[src/rtl/sev_seg_scan_driver_if.sv]
// Digit-value inputs and display-side outputs of the seven-segment scan driver.
// The master drives the digit values and controls; the slave is the scan driver.
interface sev_seg_scan_driver_if;
    logic       en;
    logic [3:0] value1;
    logic [3:0] value2;
    logic [3:0] value3;
    logic [3:0] value4;
    logic [3:0] dp_mask;
    logic       lz_blank;
    logic [3:0] an;
    logic [6:0] seg;
    logic       dp;
    logic       frame_done;

    modport master (
        output en, value1, value2, value3, value4, dp_mask, lz_blank,
        input  an, seg, dp, frame_done
    );

    modport slave (
        input  en, value1, value2, value3, value4, dp_mask, lz_blank,
        output an, seg, dp, frame_done
    );
endinterface

[src/rtl/sev_seg_scan_driver.sv]
// Time-multiplexed 4-digit seven-segment scan driver with per-frame snapshot,
// inter-digit dark interval, leading-zero blanking and decimal points.
module sev_seg_scan_driver #(
    parameter int unsigned REFRESH_CNT = 100000,
    parameter int unsigned BLANK_CNT   = 1000
) (
    input logic                  clk,
    input logic                  rst_n,
    sev_seg_scan_driver_if.slave bus_if
);
    localparam int unsigned MAXC = (REFRESH_CNT > BLANK_CNT) ? REFRESH_CNT : BLANK_CNT;
    localparam int unsigned CW   = $clog2(MAXC + 1);

    localparam logic [1:0] ST_OFF   = 2'd0;
    localparam logic [1:0] ST_BLANK = 2'd1;
    localparam logic [1:0] ST_SHOW  = 2'd2;

    logic [1:0]      state_q, state_d;
    logic [1:0]      idx_q, idx_d;
    logic [CW-1:0]   cnt_q, cnt_d;
    logic [3:0][3:0] s_q, s_d;
    logic [3:0]      sdp_q, sdp_d;
    logic            slz_q, slz_d;
    logic [3:0]      an_q, an_d;
    logic [6:0]      seg_q, seg_d;
    logic            dp_q, dp_d;
    logic            fd_q, fd_d;
    logic            snap;
    logic [3:0]      blk;

    function automatic logic [6:0] decode(input logic [3:0] v);
        logic [6:0] r;
        case (v)
            4'h0: r = 7'b1000000;
            4'h1: r = 7'b1111001;
            4'h2: r = 7'b0100100;
            4'h3: r = 7'b0110000;
            4'h4: r = 7'b0011001;
            4'h5: r = 7'b0010010;
            4'h6: r = 7'b0000010;
            4'h7: r = 7'b1111000;
            4'h8: r = 7'b0000000;
            4'h9: r = 7'b0010000;
            4'hA: r = 7'b0001000;
            4'hB: r = 7'b0000011;
            4'hC: r = 7'b1000110;
            4'hD: r = 7'b0100001;
            4'hE: r = 7'b0000110;
            default: r = 7'b0001110;
        endcase
        return r;
    endfunction

    always_comb begin
        state_d = state_q;
        idx_d   = idx_q;
        cnt_d   = cnt_q;
        fd_d    = 1'b0;
        snap    = 1'b0;
        case (state_q)
            ST_OFF: begin
                idx_d = '0;
                cnt_d = '0;
                if (bus_if.en) begin
                    state_d = ST_BLANK;
                    snap    = 1'b1;
                end
            end
            ST_BLANK: begin
                if (cnt_q == CW'(BLANK_CNT - 1)) begin
                    state_d = ST_SHOW;
                    cnt_d   = '0;
                end else begin
                    cnt_d = cnt_q + CW'(1);
                end
            end
            ST_SHOW: begin
                if (cnt_q == CW'(REFRESH_CNT - 1)) begin
                    state_d = ST_BLANK;
                    cnt_d   = '0;
                    idx_d   = idx_q + 2'd1;
                    if (idx_q == 2'd3) begin
                        snap = 1'b1;
                        fd_d = 1'b1;
                    end
                end else begin
                    cnt_d = cnt_q + CW'(1);
                end
            end
            default: state_d = ST_OFF;
        endcase

        // Disable overrides everything, including a coincident frame wrap.
        if (!bus_if.en) begin
            state_d = ST_OFF;
            idx_d   = '0;
            cnt_d   = '0;
            fd_d    = 1'b0;
            snap    = 1'b0;
        end

        s_d   = s_q;
        sdp_d = sdp_q;
        slz_d = slz_q;
        if (snap) begin
            s_d   = {bus_if.value4, bus_if.value3, bus_if.value2, bus_if.value1};
            sdp_d = bus_if.dp_mask;
            slz_d = bus_if.lz_blank;
        end

        blk[0] = 1'b0;
        blk[1] = slz_d && (s_d[3] == 4'h0) && (s_d[2] == 4'h0) && (s_d[1] == 4'h0);
        blk[2] = slz_d && (s_d[3] == 4'h0) && (s_d[2] == 4'h0);
        blk[3] = slz_d && (s_d[3] == 4'h0);

        // Outputs are derived from next-state values so they register on the transition edge.
        an_d  = '1;
        seg_d = '1;
        dp_d  = 1'b1;
        if (state_d == ST_SHOW && !blk[idx_d]) begin
            an_d[idx_d] = 1'b0;
            seg_d       = decode(s_d[idx_d]);
            dp_d        = ~sdp_d[idx_d];
        end
    end

    always_ff @(posedge clk or negedge rst_n) begin
        if (!rst_n) begin
            state_q <= ST_OFF;
            idx_q   <= '0;
            cnt_q   <= '0;
            s_q     <= '0;
            sdp_q   <= '0;
            slz_q   <= 1'b0;
            an_q    <= '1;
            seg_q   <= '1;
            dp_q    <= 1'b1;
            fd_q    <= 1'b0;
        end else begin
            state_q <= state_d;
            idx_q   <= idx_d;
            cnt_q   <= cnt_d;
            s_q     <= s_d;
            sdp_q   <= sdp_d;
            slz_q   <= slz_d;
            an_q    <= an_d;
            seg_q   <= seg_d;
            dp_q    <= dp_d;
            fd_q    <= fd_d;
        end
    end

    assign bus_if.an         = an_q;
    assign bus_if.seg        = seg_q;
    assign bus_if.dp         = dp_q;
    assign bus_if.frame_done = fd_q;
endmodule

[src/flat_wrapper.sv]
// flat-port wrapper written by rule: the top's interface ports become plain ports
module sev_seg_scan_driver_flat 
#(
    parameter int unsigned REFRESH_CNT = 100000,
    parameter int unsigned BLANK_CNT   = 1000
)
  (clk, rst_n, bus_if_en, bus_if_value1, bus_if_value2, bus_if_value3, bus_if_value4, bus_if_dp_mask, bus_if_lz_blank, bus_if_an, bus_if_seg, bus_if_dp, bus_if_frame_done);
  sev_seg_scan_driver_if bus_if_i ();
  input logic clk;
  input logic rst_n;
  input wire logic [$bits(bus_if_i.en)-1:0] bus_if_en;
  input wire logic [$bits(bus_if_i.value1)-1:0] bus_if_value1;
  input wire logic [$bits(bus_if_i.value2)-1:0] bus_if_value2;
  input wire logic [$bits(bus_if_i.value3)-1:0] bus_if_value3;
  input wire logic [$bits(bus_if_i.value4)-1:0] bus_if_value4;
  input wire logic [$bits(bus_if_i.dp_mask)-1:0] bus_if_dp_mask;
  input wire logic [$bits(bus_if_i.lz_blank)-1:0] bus_if_lz_blank;
  output wire logic [$bits(bus_if_i.an)-1:0] bus_if_an;
  output wire logic [$bits(bus_if_i.seg)-1:0] bus_if_seg;
  output wire logic [$bits(bus_if_i.dp)-1:0] bus_if_dp;
  output wire logic [$bits(bus_if_i.frame_done)-1:0] bus_if_frame_done;
  assign bus_if_i.en = bus_if_en;
  assign bus_if_i.value1 = bus_if_value1;
  assign bus_if_i.value2 = bus_if_value2;
  assign bus_if_i.value3 = bus_if_value3;
  assign bus_if_i.value4 = bus_if_value4;
  assign bus_if_i.dp_mask = bus_if_dp_mask;
  assign bus_if_i.lz_blank = bus_if_lz_blank;
  assign bus_if_an = bus_if_i.an;
  assign bus_if_seg = bus_if_i.seg;
  assign bus_if_dp = bus_if_i.dp;
  assign bus_if_frame_done = bus_if_i.frame_done;
  sev_seg_scan_driver #(.REFRESH_CNT(REFRESH_CNT), .BLANK_CNT(BLANK_CNT)) u_core (.clk(clk), .rst_n(rst_n), .bus_if(bus_if_i));
endmodule
[config.mk]
export PLATFORM = sky130hd
export DESIGN_NAME = sev_seg_scan_driver_flat
export DESIGN_NICKNAME = d
export VERILOG_FILES = /design/src/rtl/sev_seg_scan_driver_if.sv /design/src/rtl/sev_seg_scan_driver.sv /design/src/flat_wrapper.sv
export SDC_FILE = /design/constraint.sdc
export NUM_CORES = 1
export LEC_CHECK = 0
export CAP_MARGIN = 20
export CELL_PAD_IN_SITES_DETAIL_PLACEMENT = 0
export CELL_PAD_IN_SITES_GLOBAL_PLACEMENT = 1
export CORE_MARGIN = 5
export CORE_UTILIZATION = 47
export DETAILED_ROUTE_END_ITERATION = 8
export PLACE_DENSITY = 0.95
export SKIP_LAST_GASP = 1
export SYNTH_ARGS = -nofsm -noshare
export SYNTH_HDL_FRONTEND = slang
export SYNTH_SLANG_ARGS = --single-unit
export TNS_END_PERCENT = 30
[constraint.sdc]
create_clock -name clk -period 8.8 [get_ports clk]
set_input_delay 1.76 -clock clk [delete_from_list [all_inputs] [get_ports clk]]
set_output_delay 1.76 -clock clk [all_outputs]
set_load 0.02 [all_outputs]
* Yosys cells after proc, flatten, opt, wreduce, memory -nomap -nowiden
Memories as Yosys holds them, arrays and structs flattened.
Index checks and enable logic that the tools add are counted.
** Storage, ports and cells
- Register bits :: 55
- ROM bits :: 112
- Input bits :: 24
- Output and inout port bits :: 13
- Word-level logic and storage cells :: 68
- Memories :: 1
** Operators by class
- $add $sub $neg :: 2
- Order comparisons :: 2
- Equality and inequality tests :: 7
- Muxes and demuxes :: 31
- Bitwise gates (word level) :: 2
- Reduce and logical (&&, ||, !) cells :: 10
** Memories
- (name not given) :: depth 16, width 7, read ports 1, clocked after Yosys merged registers in 0, wr ports 0, line sev_seg_scan_driver.sv:33 : case (v)
** Operators by type and width (count)
- 2-to-1 mux 17 bit :: 3
- case mux 17 bit (3 select lines) :: 1
- adder 17 x 1 -> 17 bit (second input constant) :: 1
- equality test 17 x 10 -> 1 bit (second input constant) :: 1
- equality test 17 bit (second input constant) :: 1
- 2-to-1 mux 16 bit :: 1
- zero test 4 bit :: 3
- 2-to-1 mux 4 bit :: 3
- 2-to-1 mux 1 bit :: 10
- 2-to-1 mux 2 bit :: 5
- binary-select mux 4 bit (select 2 bit) :: 1
- 2-to-1 mux 7 bit :: 1
- equality test 2 bit (second input constant) :: 3
- case mux 2 bit (3 select lines) :: 1
- logical AND 1 bit :: 5
- binary-select mux 1 bit (select 2 bit) :: 2
- != test 4 x 1 -> 1 bit (second input constant) :: 1
- NOT 4 bit :: 1
- case mux 2 bit (2 select lines) :: 1
- less-than comparator 2 x 3 -> 1 bit (second input constant) :: 1
- adder 2 x 1 -> 2 bit (second input constant) :: 1
- demux 1 bit (select 2 bit) :: 1
- equality test 2 x 1 -> 1 bit (second input constant) :: 1
- >= comparator 2 x 1 -> 1 bit (second input constant) :: 1
- 4 further kinds :: 4

* Logic depth before layout (Yosys ltp)
- Depth in word-level cells :: 15
- Depth in mapped cells :: 16
- Gate-level depth less buffers :: 13

* Worst setup path before layout
Ideal clock, no wire load.
- Path type :: in2reg
- Start :: in bus_if_en
- End :: reg u_core.seg_q[3] (netlist: u_core.bus_if.seg[3])
- Setup time :: 0.089 ns
- Arrival :: 4.129 ns
- Required time :: 8.711 ns
- Path slack :: 4.582 ns
- Stages on the path :: 12
- Buffers on the path :: 3
- Cell sequence :: and3_1 -> clkbuf_1 -> a21o_1 -> buf_6 -> buf_2 -> mux2i_1 -> o22ai_1 -> nor2_1 -> inv_1 -> ha_1 -> mux4_2 -> nand2b_1
** On the way
- Cells in the longest elaborated chain, start to end :: 11
- Elaborated cells on any way between the ends :: 20
- Classes of those cells :: eq/ne: 1; mux: 10; reduce/logical: 8; memory: 1
** Ends and longest elaborated chain
- start: declaration :: line flat_wrapper.sv:11 : input wire logic [$bits(bus_if_i.en)-1:0] bus_if_en;
- parallel branches: the longest is 10 deep, another holds memory (16 x 7 bit)
- 2-to-1 mux 7 bit * :: line sev_seg_scan_driver.sv:120 : if (state_d == ST_SHOW && !blk[idx_d]) begin
- named net u_core.seg_d[3] :: line sev_seg_scan_driver.sv:25 : logic [6:0] seg_q, seg_d;
- end signal: assignment :: line sev_seg_scan_driver.sv:147 : seg_q <= seg_d;
- end: declaration :: line sev_seg_scan_driver.sv:25
Mark *: on every way through the listed nets, which the timed path passes. The select of a mux whose other input is x is not followed.
A chain may end at the register's enable or synchronous reset.

==> flow_summary_export.csv <==
group,metric,value,unit
sta,hold_viol,0,
sta,tightest_slew,0.770,ns
floorplanning,die-area,8560,sq um
final_layout,n_antenna_cell,0,
sta,finalCritPeriodShare,0.596,
clocking,cts_tree,"yes",
synth,synth_nets,371,
run_status,status,"complete, no violations",
synth,ys_seq_area_frac,0.435,
hold_path,holdCritPathClass,"flop to flop",
sta,finalCriticalPeriod,5.25,ns
global_route,grt_max_degree,56,
placement,gp_congestion,0.874,
synth,syn_area_per_cell,9.56,sq um
floorplanning,io_pins,37,
setup_path,crit_fanout,17,
run,cap_violations,0,
synth,synthesis.area,3200,sq um
synth,synth_edf_count,0,
setup_path,rr_worst_depth,11,
floorplanning,die_x,92.5,um
sta,max_freq,0.191,GHz
setup_path,crit_type,"input port to flop",
pwr,p_per_area,139,nW/um^2
synth,synth_flop_cell,"dfrtp_1",
synth,synth_warnings,0,
global_route,grt_remaining_overflow,0,
synth,synthDistinctLibCells,58,
clocking,root_buffer,"clkbuf_8",
hold_path,hold_path_depth,2,
routing,vias_per_cell,5.78,
sta,finalSetupViolCount,0,
pwr,leakage,1.55,nW
sta,slew_viol_final,0,
final_layout,drive_gt1_frac,0.115,
setup_path,cp-end-kind,"flop",
routing,drt_first_pass_iters,4,
global_route,grt_pass1_vias,2535,
setup_path,required,9.04,ns
routing,wirelength,7110,um
clocking,postCtsSetupRepairBufs,0,
routing,wl_per_cell,16.0,um
synth,ys_ff_latch,55,
routing,drt.antenna.violating_nets,0,
sta,maxSlewHeadroom,0.487,
floorplanning,dieHeight,92.5,um
floorplanning,rows,30,
global_route,grtUsageTotal,0.178,
clocking,cts_made_buffers,5,
floorplanning,design.core.area,6720,sq um
synth,syn-instance-count,335,
sta,whs,0.501,ns
clocking,ctsHoldBuffers,0,
synth,async_flop_share,1.00,
global_route,grt_pass1_wl,12200,um
final_layout,synthToLayoutAreaGrowth,15.5,%
placement,io_buffers,36,
placement,dpl.hpwl,5210,um
clocking,clk_pin_slew_worst_paths,0.11,ns
final_layout,final_nets,400,
routing,drtIter0Drc,121,
pwr,ir_drop,84.2,uV
clocking,clockBufferDepth,2,
sta,fin_skew,0.00594,ns
routing,drc,0,
clocking,ctsHtreeMaxLevel,2,
setup_path,arrival,5.49,ns
clocking,clk_latency,0.32,ns
clocking,cts_sinks,55,
sta,rsz0062_at_grt,"false",
final_layout,num-fill-cells,584,
global_route,antenna_found_initial,0,
setup_path,cp-start-kind,"input port",
clocking,cts_resized,0,
routing,vias,2572,
floorplanning,start_util,0.477,
sta,finalSetupTns,0,ns
## layout make-up
type,count,area (sq um),area share
multi-input cells,245,1670,0.451
flip-flops and latches,55,1390,0.376
repair buffers,38,370,0.100
well taps,80,100,0.0271
inverters,19,71.3,0.0193
clock buffers,5,68.8,0.0186
clock inverters,3,27.5,0.00744
## cells by family (layout without fill, tap and decap cells)
family,Yosys count,in the layout,synth area share
AND/OR/NAND/NOR,123,123,0.212
adder cells (fa/ha/maj),12,12,0.0469
multiplexers,19,19,0.0660
XOR/XNOR,6,6,0.0164
flip-flops,55,55,0.435
buffers and inverters,35,65,0.0461
AO/OA/AOI/OAI,85,85,0.178
## Yosys cell counts (3+ instances only)
library cell  count  area share
o22ai_1           5      0.0098
dfstp_2          12       0.098
buf_2             4      0.0063
a21oi_1          10       0.016
inv_1            19       0.022
mux2i_1          11       0.034
mux2_2            7       0.025
xor2_1            3      0.0082
o31ai_1           3      0.0070
nor2b_1           3      0.0059
or2_2             7       0.014
and2_1            4      0.0078
clkbuf_1          9       0.011
o21ai_0          35       0.055
o221ai_1          7       0.019
and4_1            5       0.014
nand2b_1         13       0.025
xnor2_1           3      0.0082
nor4_1            4      0.0078
and3_1            9       0.018
nand4_1           3      0.0059
dfrtp_1          43        0.34
ha_1             12       0.047
o2bb2ai_1         3      0.0082
nand2_1          34       0.040
nand3_1          13       0.020
nor2_1           16       0.019
## sequential cells by signal (all words and copies together) (netlist names)
register and count:
u_core.bus_if.frame_done 1, u_core.cnt_q 17, u_core.bus_if.seg 7, u_core.state_q 2, u_core.bus_if.an 4, u_core.slz_q 1
u_core.s_q 16, u_core.sdp_q 4, u_core.idx_q 2, u_core.bus_if.dp 1
## through the flow
stage	cell area [sq um]	utilization	setup WS (ns)	total power [mW]	std cells
floorplan	3200	-	4.58	0.339	335
global placement	3600	0.536	3.34	0.368	437
detailed placement	3600	0.536	3.22	0.370	437
CTS	3700	0.550	3.56	0.520	445
global route	3700	0.550	3.34	0.544	445
finish	3700	0.550	3.55	0.515	445
## critical path: stages
cell and delay [ns]:
clkdlybuf4s50_1 0.78, and3_1 0.39, a21o_1 0.66, mux2_2 0.42, o2bb2ai_1 0.16, nor2_1 0.30
inv_1 0.14, ha_1 0.26, mux4_2 0.47, nand2b_1 0.15
## final timing paths
| check | startpoint | end | slack [ns] |
|---|---|---|---|
| max in group asynchronous | rst_n | u_core.s_q[14]$_DFF_PN0_ | 6.79 |
| worst min register to register | u_core.s_q[1]$_DFF_PN0_ | u_core.s_q[1]$_DFF_PN0_ | 0.50 |
| worst min-delay path | u_core.s_q[1]$_DFF_PN0_ | u_core.s_q[1]$_DFF_PN0_ | 0.50 |
| worst max register to register | u_core.state_q[0]$_DFF_PN0_ | u_core.bus_if.seg[3]$_DFF_PN1_ | 4.68 |
| worst max-delay path | bus_if_en | u_core.bus_if.seg[3]$_DFF_PN1_ | 3.55 |
| min in group asynchronous | rst_n | u_core.cnt_q[12]$_DFFE_PN0P_ | 1.54 |
## cells in the final DEF, fill, tap and decap left out, types with 2 or more instances in the layout
| master | instances |
|---|---|
| dfrtp_1 | 43 |
| o21ai_0 | 35 |
| clkdlybuf4s50_1 | 35 |
| nand2_1 | 34 |
| inv_1 | 19 |
| nor2_1 | 16 |
| nand2b_1 | 13 |
| nand3_1 | 13 |
| ha_1 | 12 |
| dfstp_2 | 12 |
| mux2i_1 | 11 |
| a21oi_1 | 10 |
| and3_1 | 9 |
| mux2_2 | 7 |
| or2_2 | 7 |
| o221ai_1 | 7 |
| and4_1 | 5 |
| o22ai_1 | 5 |
| clkbuf_8 | 5 |
| and2_1 | 4 |
| nor4_1 | 4 |
| nand4_1 | 3 |
| o2bb2ai_1 | 3 |
| nor2b_1 | 3 |
| xnor2_1 | 3 |
| xor2_1 | 3 |
| o31ai_1 | 3 |
| and4b_1 | 2 |
| a21o_1 | 2 |
| nor3_1 | 2 |
| o2111a_1 | 2 |
| o211ai_1 | 2 |
| a211o_1 | 2 |
| o41ai_1 | 2 |
| buf_4 | 2 |
## per-layer routing
metal | vias to the layer above | part of all wire | GRT usage
met2 | 50 | 0.48 | 0.288
met3 | 8 | 0.042 | 0.0431
met1 | 1248 | 0.46 | 0.234
met5 | - | 0 | 0
met4 | 0 | 0.015 | 0.0557
li1 | 1266 | - | -
## report_power, final
part / internal (mW) / switching [mW] / leakage, nW
Sequential: 0.268 / 0.00679 / 0.681
Combinational: 0.0399 / 0.0505 / 0.818
Clock: 0.0587 / 0.0906 / 0.0463
Total: 0.367 / 0.148 / 1.55
No activity file was read; power rests on OpenSTA's default activity.
